File: config.mk
export PLATFORM = sky130hd
export DESIGN_NAME = reg_file_flat
export DESIGN_NICKNAME = d
export VERILOG_FILES = /design/src/rtl/reg_file_pkg.sv /design/src/rtl/reg_file_if.sv /design/src/rtl/reg_file.sv /design/src/flat_wrapper.sv
export SDC_FILE = /design/constraint.sdc
export NUM_CORES = 2
export LEC_CHECK = 0
export CORE_MARGIN = 2
export CORE_UTILIZATION = 50
export DETAILED_ROUTE_END_ITERATION = 10
export GPL_TIMING_DRIVEN = 0
export PLACE_DENSITY = 0.66
export SETUP_SLACK_MARGIN = 0.2
export SKIP_LAST_GASP = 1
export SLEW_MARGIN = 20
export SYNTH_ARGS = -nofsm -noshare
export SYNTH_HDL_FRONTEND = slang
export SYNTH_SLANG_ARGS = --single-unit
export TNS_END_PERCENT = 1
File: constraint.sdc
create_clock -name clk -period 80.3 [get_ports clk]
set_clock_uncertainty 0.2 [all_clocks]
set_input_delay 8.03 -clock clk [delete_from_list [all_inputs] [get_ports clk]]
set_output_delay 8.03 -clock clk [all_outputs]
set_load 0.03 [all_outputs]
File: src/rtl/reg_file_pkg.sv
// Shared widths and packed request/response bundles
// for the architectural register file.
package reg_file_pkg;

  localparam int RF_DATA_W = 32;
  localparam int RF_ADDR_W = 5;
  localparam int RF_TAG_W  = 4;

  typedef struct packed {
    logic [RF_ADDR_W-1:0] addr;
    logic [RF_TAG_W-1:0]  tag;
  } reg_file_rd_req_pkt_t;

  typedef struct packed {
    logic [RF_ADDR_W-1:0] addr;
    logic [RF_DATA_W-1:0] data;
  } reg_file_wr_req_pkt_t;

  typedef struct packed {
    logic [RF_DATA_W-1:0] data;
    logic [RF_TAG_W-1:0]  tag;
  } reg_file_rd_rsp_pkt_t;

endpackage

File: src/rtl/reg_file_if.sv
// Read/write request and read response bundle
// between a requester (master) and the register file (slave).
interface reg_file_if #(
  parameter int NUM_RD_PORTS = 2
);
  import reg_file_pkg::*;

  logic [NUM_RD_PORTS-1:0] reg_file_rd_req_vld;
  reg_file_rd_req_pkt_t [NUM_RD_PORTS-1:0] reg_file_rd_req_pkt;
  logic reg_file_wr_req_vld;
  reg_file_wr_req_pkt_t reg_file_wr_req_pkt;
  logic [NUM_RD_PORTS-1:0] reg_file_rd_rsp_vld;
  reg_file_rd_rsp_pkt_t [NUM_RD_PORTS-1:0] reg_file_rd_rsp_pkt;

  modport master (
    output reg_file_rd_req_vld,
    output reg_file_rd_req_pkt,
    output reg_file_wr_req_vld,
    output reg_file_wr_req_pkt,
    input  reg_file_rd_rsp_vld,
    input  reg_file_rd_rsp_pkt
  );

  modport slave (
    input  reg_file_rd_req_vld,
    input  reg_file_rd_req_pkt,
    input  reg_file_wr_req_vld,
    input  reg_file_wr_req_pkt,
    output reg_file_rd_rsp_vld,
    output reg_file_rd_rsp_pkt
  );

endinterface

File: src/rtl/reg_file.sv
// Multi-read-port register file, r0 hardwired to zero,
// registered 1-cycle read with same-cycle write bypass.
module reg_file
  import reg_file_pkg::*;
#(
  parameter int NUM_RD_PORTS = 2,
  parameter int NUM_REGS     = 32,
  parameter int DATA_W       = RF_DATA_W
) (
  input logic       clk,
  input logic       reset,
  reg_file_if.slave rf
);

  logic [DATA_W-1:0] regs_q [NUM_REGS];

  logic [NUM_RD_PORTS-1:0] rsp_vld_q;
  reg_file_rd_rsp_pkt_t [NUM_RD_PORTS-1:0] rsp_pkt_q;
  reg_file_rd_rsp_pkt_t [NUM_RD_PORTS-1:0] rsp_pkt_d;

  logic                 wr_en;
  logic [RF_ADDR_W-1:0] wr_addr;
  logic [DATA_W-1:0]    wr_data;

  assign wr_addr = rf.reg_file_wr_req_pkt.addr;
  assign wr_data = rf.reg_file_wr_req_pkt.data;
  assign wr_en   = rf.reg_file_wr_req_vld
                 && (wr_addr != '0);

  always_ff @(posedge clk or posedge reset) begin
    if (reset) begin
      for (int i = 0; i < NUM_REGS; i++)
        regs_q[i] <= '0;
    end else if (wr_en) begin
      regs_q[wr_addr] <= wr_data;
    end
  end

  // Idle ports keep their last packet; reads see this cycle's write.
  always_comb begin
    rsp_pkt_d = rsp_pkt_q;
    for (int p = 0; p < NUM_RD_PORTS; p++) begin
      if (rf.reg_file_rd_req_vld[p]) begin
        rsp_pkt_d[p].tag = rf.reg_file_rd_req_pkt[p].tag;
        unique case (1'b1)
          (rf.reg_file_rd_req_pkt[p].addr == '0):
            rsp_pkt_d[p].data = '0;
          (wr_en && rf.reg_file_rd_req_pkt[p].addr
                    == wr_addr):
            rsp_pkt_d[p].data = wr_data;
          default:
            rsp_pkt_d[p].data =
              regs_q[rf.reg_file_rd_req_pkt[p].addr];
        endcase
      end
    end
  end

  always_ff @(posedge clk or posedge reset) begin
    if (reset) begin
      rsp_vld_q <= '0;
      rsp_pkt_q <= '0;
    end else begin
      rsp_vld_q <= rf.reg_file_rd_req_vld;
      rsp_pkt_q <= rsp_pkt_d;
    end
  end

  assign rf.reg_file_rd_rsp_vld = rsp_vld_q;
  assign rf.reg_file_rd_rsp_pkt = rsp_pkt_q;

endmodule

File: src/flat_wrapper.sv
// flat-port wrapper written by rule: the top's interface ports become plain ports
module reg_file_flat import reg_file_pkg::*;
#(
  parameter int NUM_RD_PORTS = 2,
  parameter int NUM_REGS     = 32,
  parameter int DATA_W       = RF_DATA_W
)
  (clk, reset, rf_reg_file_rd_req_vld, rf_reg_file_rd_req_pkt, rf_reg_file_wr_req_vld, rf_reg_file_wr_req_pkt, rf_reg_file_rd_rsp_vld, rf_reg_file_rd_rsp_pkt);
  reg_file_if #(.NUM_RD_PORTS(NUM_RD_PORTS)) rf_i ();
  input logic clk;
  input logic reset;
  input wire logic [$bits(rf_i.reg_file_rd_req_vld)-1:0] rf_reg_file_rd_req_vld;
  input wire logic [$bits(rf_i.reg_file_rd_req_pkt)-1:0] rf_reg_file_rd_req_pkt;
  input wire logic [$bits(rf_i.reg_file_wr_req_vld)-1:0] rf_reg_file_wr_req_vld;
  input wire logic [$bits(rf_i.reg_file_wr_req_pkt)-1:0] rf_reg_file_wr_req_pkt;
  output wire logic [$bits(rf_i.reg_file_rd_rsp_vld)-1:0] rf_reg_file_rd_rsp_vld;
  output wire logic [$bits(rf_i.reg_file_rd_rsp_pkt)-1:0] rf_reg_file_rd_rsp_pkt;
  assign rf_i.reg_file_rd_req_vld = rf_reg_file_rd_req_vld;
  assign rf_i.reg_file_rd_req_pkt = rf_reg_file_rd_req_pkt;
  assign rf_i.reg_file_wr_req_vld = rf_reg_file_wr_req_vld;
  assign rf_i.reg_file_wr_req_pkt = rf_reg_file_wr_req_pkt;
  assign rf_reg_file_rd_rsp_vld = rf_i.reg_file_rd_rsp_vld;
  assign rf_reg_file_rd_rsp_pkt = rf_i.reg_file_rd_rsp_pkt;
  reg_file #(.NUM_RD_PORTS(NUM_RD_PORTS), .NUM_REGS(NUM_REGS), .DATA_W(DATA_W)) u_core (.clk(clk), .reset(reset), .rf(rf_i));
endmodule
== Word level (Yosys, flattened, before mapping) ==
Index checks and enable logic that the tools add are counted.

* Add/subtract/negate cells: 0
* Multipliers: 0
* Divide/modulo/power cells: 0
* $lt $le $gt $ge: 4
* Eq/ne operators: 2
* Shift-type cells: 0
* Mux-type cells: 11
* Bitwise logic cells: 3
* Reduce and logical (&&, ||, !) cells: 7

{| class="wikitable"
|+ Operators with widths
! operator !! number
|-
| $bwmux W1024 || 1
|-
| $bmux W32 S5 || 2
|-
| $demux W32 S5 || 1
|-
| $mux W32 || 5
|-
| $pmux W32 S2 || 2
|-
| $ge A6 B6 Y1 const B || 3
|-
| $not A5 Y6 || 3
|-
| $eq A5 B5 Y1 || 2
|-
| $logic_not A5 Y1 || 2
|-
| $lt A6 B1 Y1 const B || 1
|-
| $reduce_bool A5 Y1 || 1
|-
| $logic_and A1 B1 Y1 || 4
|}

* Register bits: 1098
* Latch bits: 0
* Memory bits (writable): 0
* Bits in read-only memories: 0
* Bits of input ports: 60
* Output and inout bits: 74
* Word-level logic and storage cells: 64
* Memories: 0

== Depth between registers and ports, before layout ==
* Word-level depth: 6
* Depth in mapped cells: 9
* Depth with buffers taken out: 5

== Worst setup path after synthesis ==
OpenSTA, ideal clock, no wires.

* Path type: input to register
* Start point: input port rf_reg_file_rd_req_pkt[13]
* End point: register u_core.rsp_pkt_q (netlist bit u_core.rf.reg_file_rd_rsp_pkt[41])
* Library setup time: 142 ps
* Data arrival time: 9642 ps
* Required time: 79958 ps
* Slack: 70316 ps
* Stages on the path: 8
* Path buffers: 3
* Cell sequence: buf_2 buf_2 buf_2 mux4_2 mux2i_1 nand2_1 o211ai_1 o2111ai_1

* Longest elaborated chain between the ends: 5
* Elaborated cells between the ends (all ways): 8
* Those cells by class: eq/ne: 1; mux: 4; bitwise: 1; reduce/logical: 2

{| class="wikitable"
|+ RTL lines
! what !! RTL line !! text
|-
| from (decl) || flat_wrapper.sv:13 || <nowiki>input wire logic [$bits(rf_i.reg_file_rd_req_pkt)-1:0] rf_reg_file_rd_req_pkt;</nowiki>
|-
| $not A5 Y6 (not written as such) || reg_file.sv:53 || <nowiki>regs_q[rf.reg_file_rd_req_pkt[p].addr];</nowiki>
|-
| $bmux W32 S5 || reg_file.sv:53 ||
|-
| $mux W32 (not written as such) (2 in series) || reg_file.sv:53 ||
|-
| $pmux W32 S2 * || reg_file.sv:45 || <nowiki>unique case (1'b1)</nowiki>
|-
| to (signal assigned) || reg_file.sv:65 || <nowiki>rsp_pkt_q <= rsp_pkt_d;</nowiki>
|-
| to (decl) || reg_file.sv:18 || <nowiki>reg_file_rd_rsp_pkt_t [NUM_RD_PORTS-1:0] rsp_pkt_q;</nowiki>
|}

Mark *: on every way between the ends. The rest lies on a longest branch, timed or not. The select of a mux whose other input is x is not followed.
A chain may end at the register's enable or synchronous reset.

== Worst setup path in the final report ==
* Start point: input port rf_reg_file_wr_req_pkt[34]
* End point: register u_core.rsp_pkt_q (netlist bit u_core.rf.reg_file_rd_rsp_pkt[41])

* Longest elaborated chain between the ends: 4
* Elaborated cells between the ends (all ways): 5
* Those cells by class: eq/ne: 1; mux: 1; reduce/logical: 3

{| class="wikitable"
|+ RTL lines
! what !! RTL line !! text
|-
| from (decl) || flat_wrapper.sv:15 || <nowiki>input wire logic [$bits(rf_i.reg_file_wr_req_pkt)-1:0] rf_reg_file_wr_req_pkt;</nowiki>
|-
| $reduce_bool A5 Y1 || reg_file.sv:28 || <nowiki>&& (wr_addr != '0);</nowiki>
|-
| $logic_and A1 B1 Y1 || reg_file.sv:28 ||
|-
| $logic_and A1 B1 Y1 * || reg_file.sv:48 || <nowiki>(wr_en && rf.reg_file_rd_req_pkt[p].addr</nowiki>
|-
| $pmux W32 S2 * || reg_file.sv:45 ||
|}

Mark *: on every way between the ends. The rest lies on a longest branch, timed or not.

==> reports/metrics.yaml <==
synth.distinct_cells: 39
numCtsBuffers: 120
grt_util_all_layers: 0.3727
io_buffers: 125
cts-resized-gates: 0
first_global_vias: 39800
max_slew_margin: 0.1383
firstDrtPassIters: 6
die_y_um: 343.2
synth_top_area_cell: "dfrtp_1"
initial_utilization: 0.5037
die-width_um: 343.2
p_leak_nw: 28.11
hold_class: "register to register"
rows: 124
clockRootBuffer: "clkbuf_16"
max_freq_ghz: 0.08991
synthDominantCellAreaShare: 0.4777
required_ps: 80750
yosysWarnings: 0
status: "complete, no violations"
async_flop_share: 1.000
power_density_nw_per_um2: 25.57
grt_pass1_wl_mm: 303.2
crit_fanout: 10
crit_type: "primary input to register"
nets: 4123
synthesis.nets: 3861
ys.flop_type: "dfrtp_1"
ys_seq_area_frac: 0.4777
finalHoldViolCount: 0
synth.cell_area_um2: 57510
antenna_found_initial: 14
wl_per_cell_um: 38.23
path_cells: "clkdlybuf4s50_1 > buf_2 > xor2_1 > a2111oi_2 > a21oi_1 > clkbuf_1 > o211ai_1 > o2111ai_1"
h-tree-depth: 3
reg2reg_depth: 4
cp_top_family: "buffers and inverters"
tritoncts: "built"
synth.avg_cell_area_um2: 15.13
ant_nets: 0
pin_count: 134
area_delta_synth_final_pct: 13.41
path_clk_slew_ps: 60
synth_edf_count: 0
crit_path_max_incr_delay_ps: 900
drt_wl_total_mm: 217.3
gp_congestion: 0.9624
cts_sinks: 1098
drtIter0Drc: 5117
hold_end: "u_core.regs_q[994]"
post_cts_buffers: 0
dpl.hpwl_mm: 140.1
clockBufferDepth: 3
yosysMostFrequentCell: "dfrtp_1"
grt_max_degree: 104
drive_gt1_frac: 0.4801
cap_violations: 0
overflow: 0
critPathLaunchType: "primary input"
tightest_slew_ps: 1292
endpoint_kind: "register"
core_um2: 114200
finalMaxSlewViolations: 0
slowest_stage: "clkbuf_1"
via_per_inst: 7.016
grt_setup_unrepaired: "no"
timing.rr.end: "u_core.rf.reg_file_rd_rsp_pkt[61]"
critPathBufInv: 3
synthTopCellsByArea: "dfrtp_1, mux2_2, mux4_2"
synth_common_cells: "dfrtp_1, mux2_2, mux4_2"
ir_worst_vdd_mv: 0.02117
min_from: "u_core.regs_q[994]"
setup_violations: 0
ys_seq_elements: 1098
hold_path_depth: 1
fin_setup_tns_ps: 0
drc_errors: 0
fp.dieArea_um2: 117800
syn-instance-count: 3801
fin_crit_ps: 11120
period_share: 0.1385
reg2reg_from: "u_core.regs_q[501]"
fin_util: 0.5712
worst_skew_pair.late_latency_ps: 740
regToRegSetupSlack_ps: 78280
vias: 39890
fillCellCount: 9311
cts_hold_buf: 0
worstPathArrival_ps: 11570
==> per-stage QoR <==
stage	hold WS, ps	power, mW	cells	instance area, um^2	setup slack, ps
detailed placement	263.3	1.090	5453	61110	68570
floorplan	241.3	0.9772	3801	57510	41160
global route	292.1	1.722	5679	65210	69230
global placement	252.6	1.078	5438	60660	27500
finish	283.2	1.668	5685	65220	69180
CTS	279.7	1.662	5676	65190	69320
==> routing by layer <==
layer,share of wire,global-route usage
met2,0.44,0.5431
met3,0.12,0.1327
met1,0.38,0.4940
met4,0.060,0.1913
met5,0.00056,0
==> worst max-delay path by stage <==
stage,startpoint,end,slack [ps],cells after the start
floorplan,reset,u_core.regs_q[0],41160,1
global route,rf_reg_file_wr_req_pkt[34],u_core.rf.reg_file_rd_rsp_pkt[53],69230,8
finish,rf_reg_file_wr_req_pkt[34],u_core.rf.reg_file_rd_rsp_pkt[41],69180,8
detailed placement,rf_reg_file_rd_req_pkt[5],u_core.rf.reg_file_rd_rsp_pkt[14],68570,9
CTS,rf_reg_file_rd_req_pkt[5],u_core.rf.reg_file_rd_rsp_pkt[14],69320,9
global placement,reset,u_core.regs_q[366],27500,2
==> flip-flops by register name, indices dropped and copies added (netlist names) <==
signal,cells
u_core.rf.reg_file_rd_rsp_vld,2
u_core.regs_q,1024
u_core.rf.reg_file_rd_rsp_pkt,72
==> power breakdown <==
group	switching [mW]	total, mW	leakage, nW	internal [mW]
sequential	0.0782	0.736	14.1	0.658
clock	0.242	0.578	2.02	0.337
combinational	0.154	0.353	12.0	0.200
total	0.474	1.67	28.1	1.19
==> area by class of cell <==
type | instances | area, um^2 | area share
multi-input cells | 2230 | 27960 | 0.4288
inverters | 33 | 131.4 | 0.002014
clock buffers | 180 | 3601 | 0.05521
repair buffers | 140 | 1635 | 0.02507
clock inverters | 43 | 474.2 | 0.007271
flip-flops and latches | 1098 | 27480 | 0.4213
well taps | 1512 | 1892 | 0.02901
plain buffers | 440 | 2026 | 0.03106
diodes | 9 | 22.52 | 0.0003453
==> cells by family after synthesis <==
logic type,after synthesis,share of synthesized area
simple gates,319,0.02767
buf+inv,473,0.03603
mux,1643,0.4207
flops,1098,0.4777
xor+xnor,10,0.001523
compound gates,258,0.03633
==> cell usage in the layout (no fill, tap or decap), drive strengths merged, types with 2 or more instances in the layout <==
cell,synthesis,layout
a21oi,3,3
a22o,62,62
a22oi,62,62
and2,3,3
buf,218,228
bufinv,0,9
clkbuf,222,407
clkdlybuf4s50,0,125
clkinv,0,28
clkinvlp,0,3
dfrtp,1098,1098
diode,0,9
inv,33,36
mux2,1064,1064
mux2i,66,66
mux4,513,513
nand2,113,113
nand2b,33,33
nand3,68,68
nand3b,37,37
nand4b,2,2
nor2,47,47
nor2b,3,3
nor3,2,2
nor3b,3,3
nor4,2,2
o2111ai,63,63
o211ai,64,64
or2,2,2
or4,2,2
xor2,10,10
Note: power is estimated with default switching activity, not from simulation.
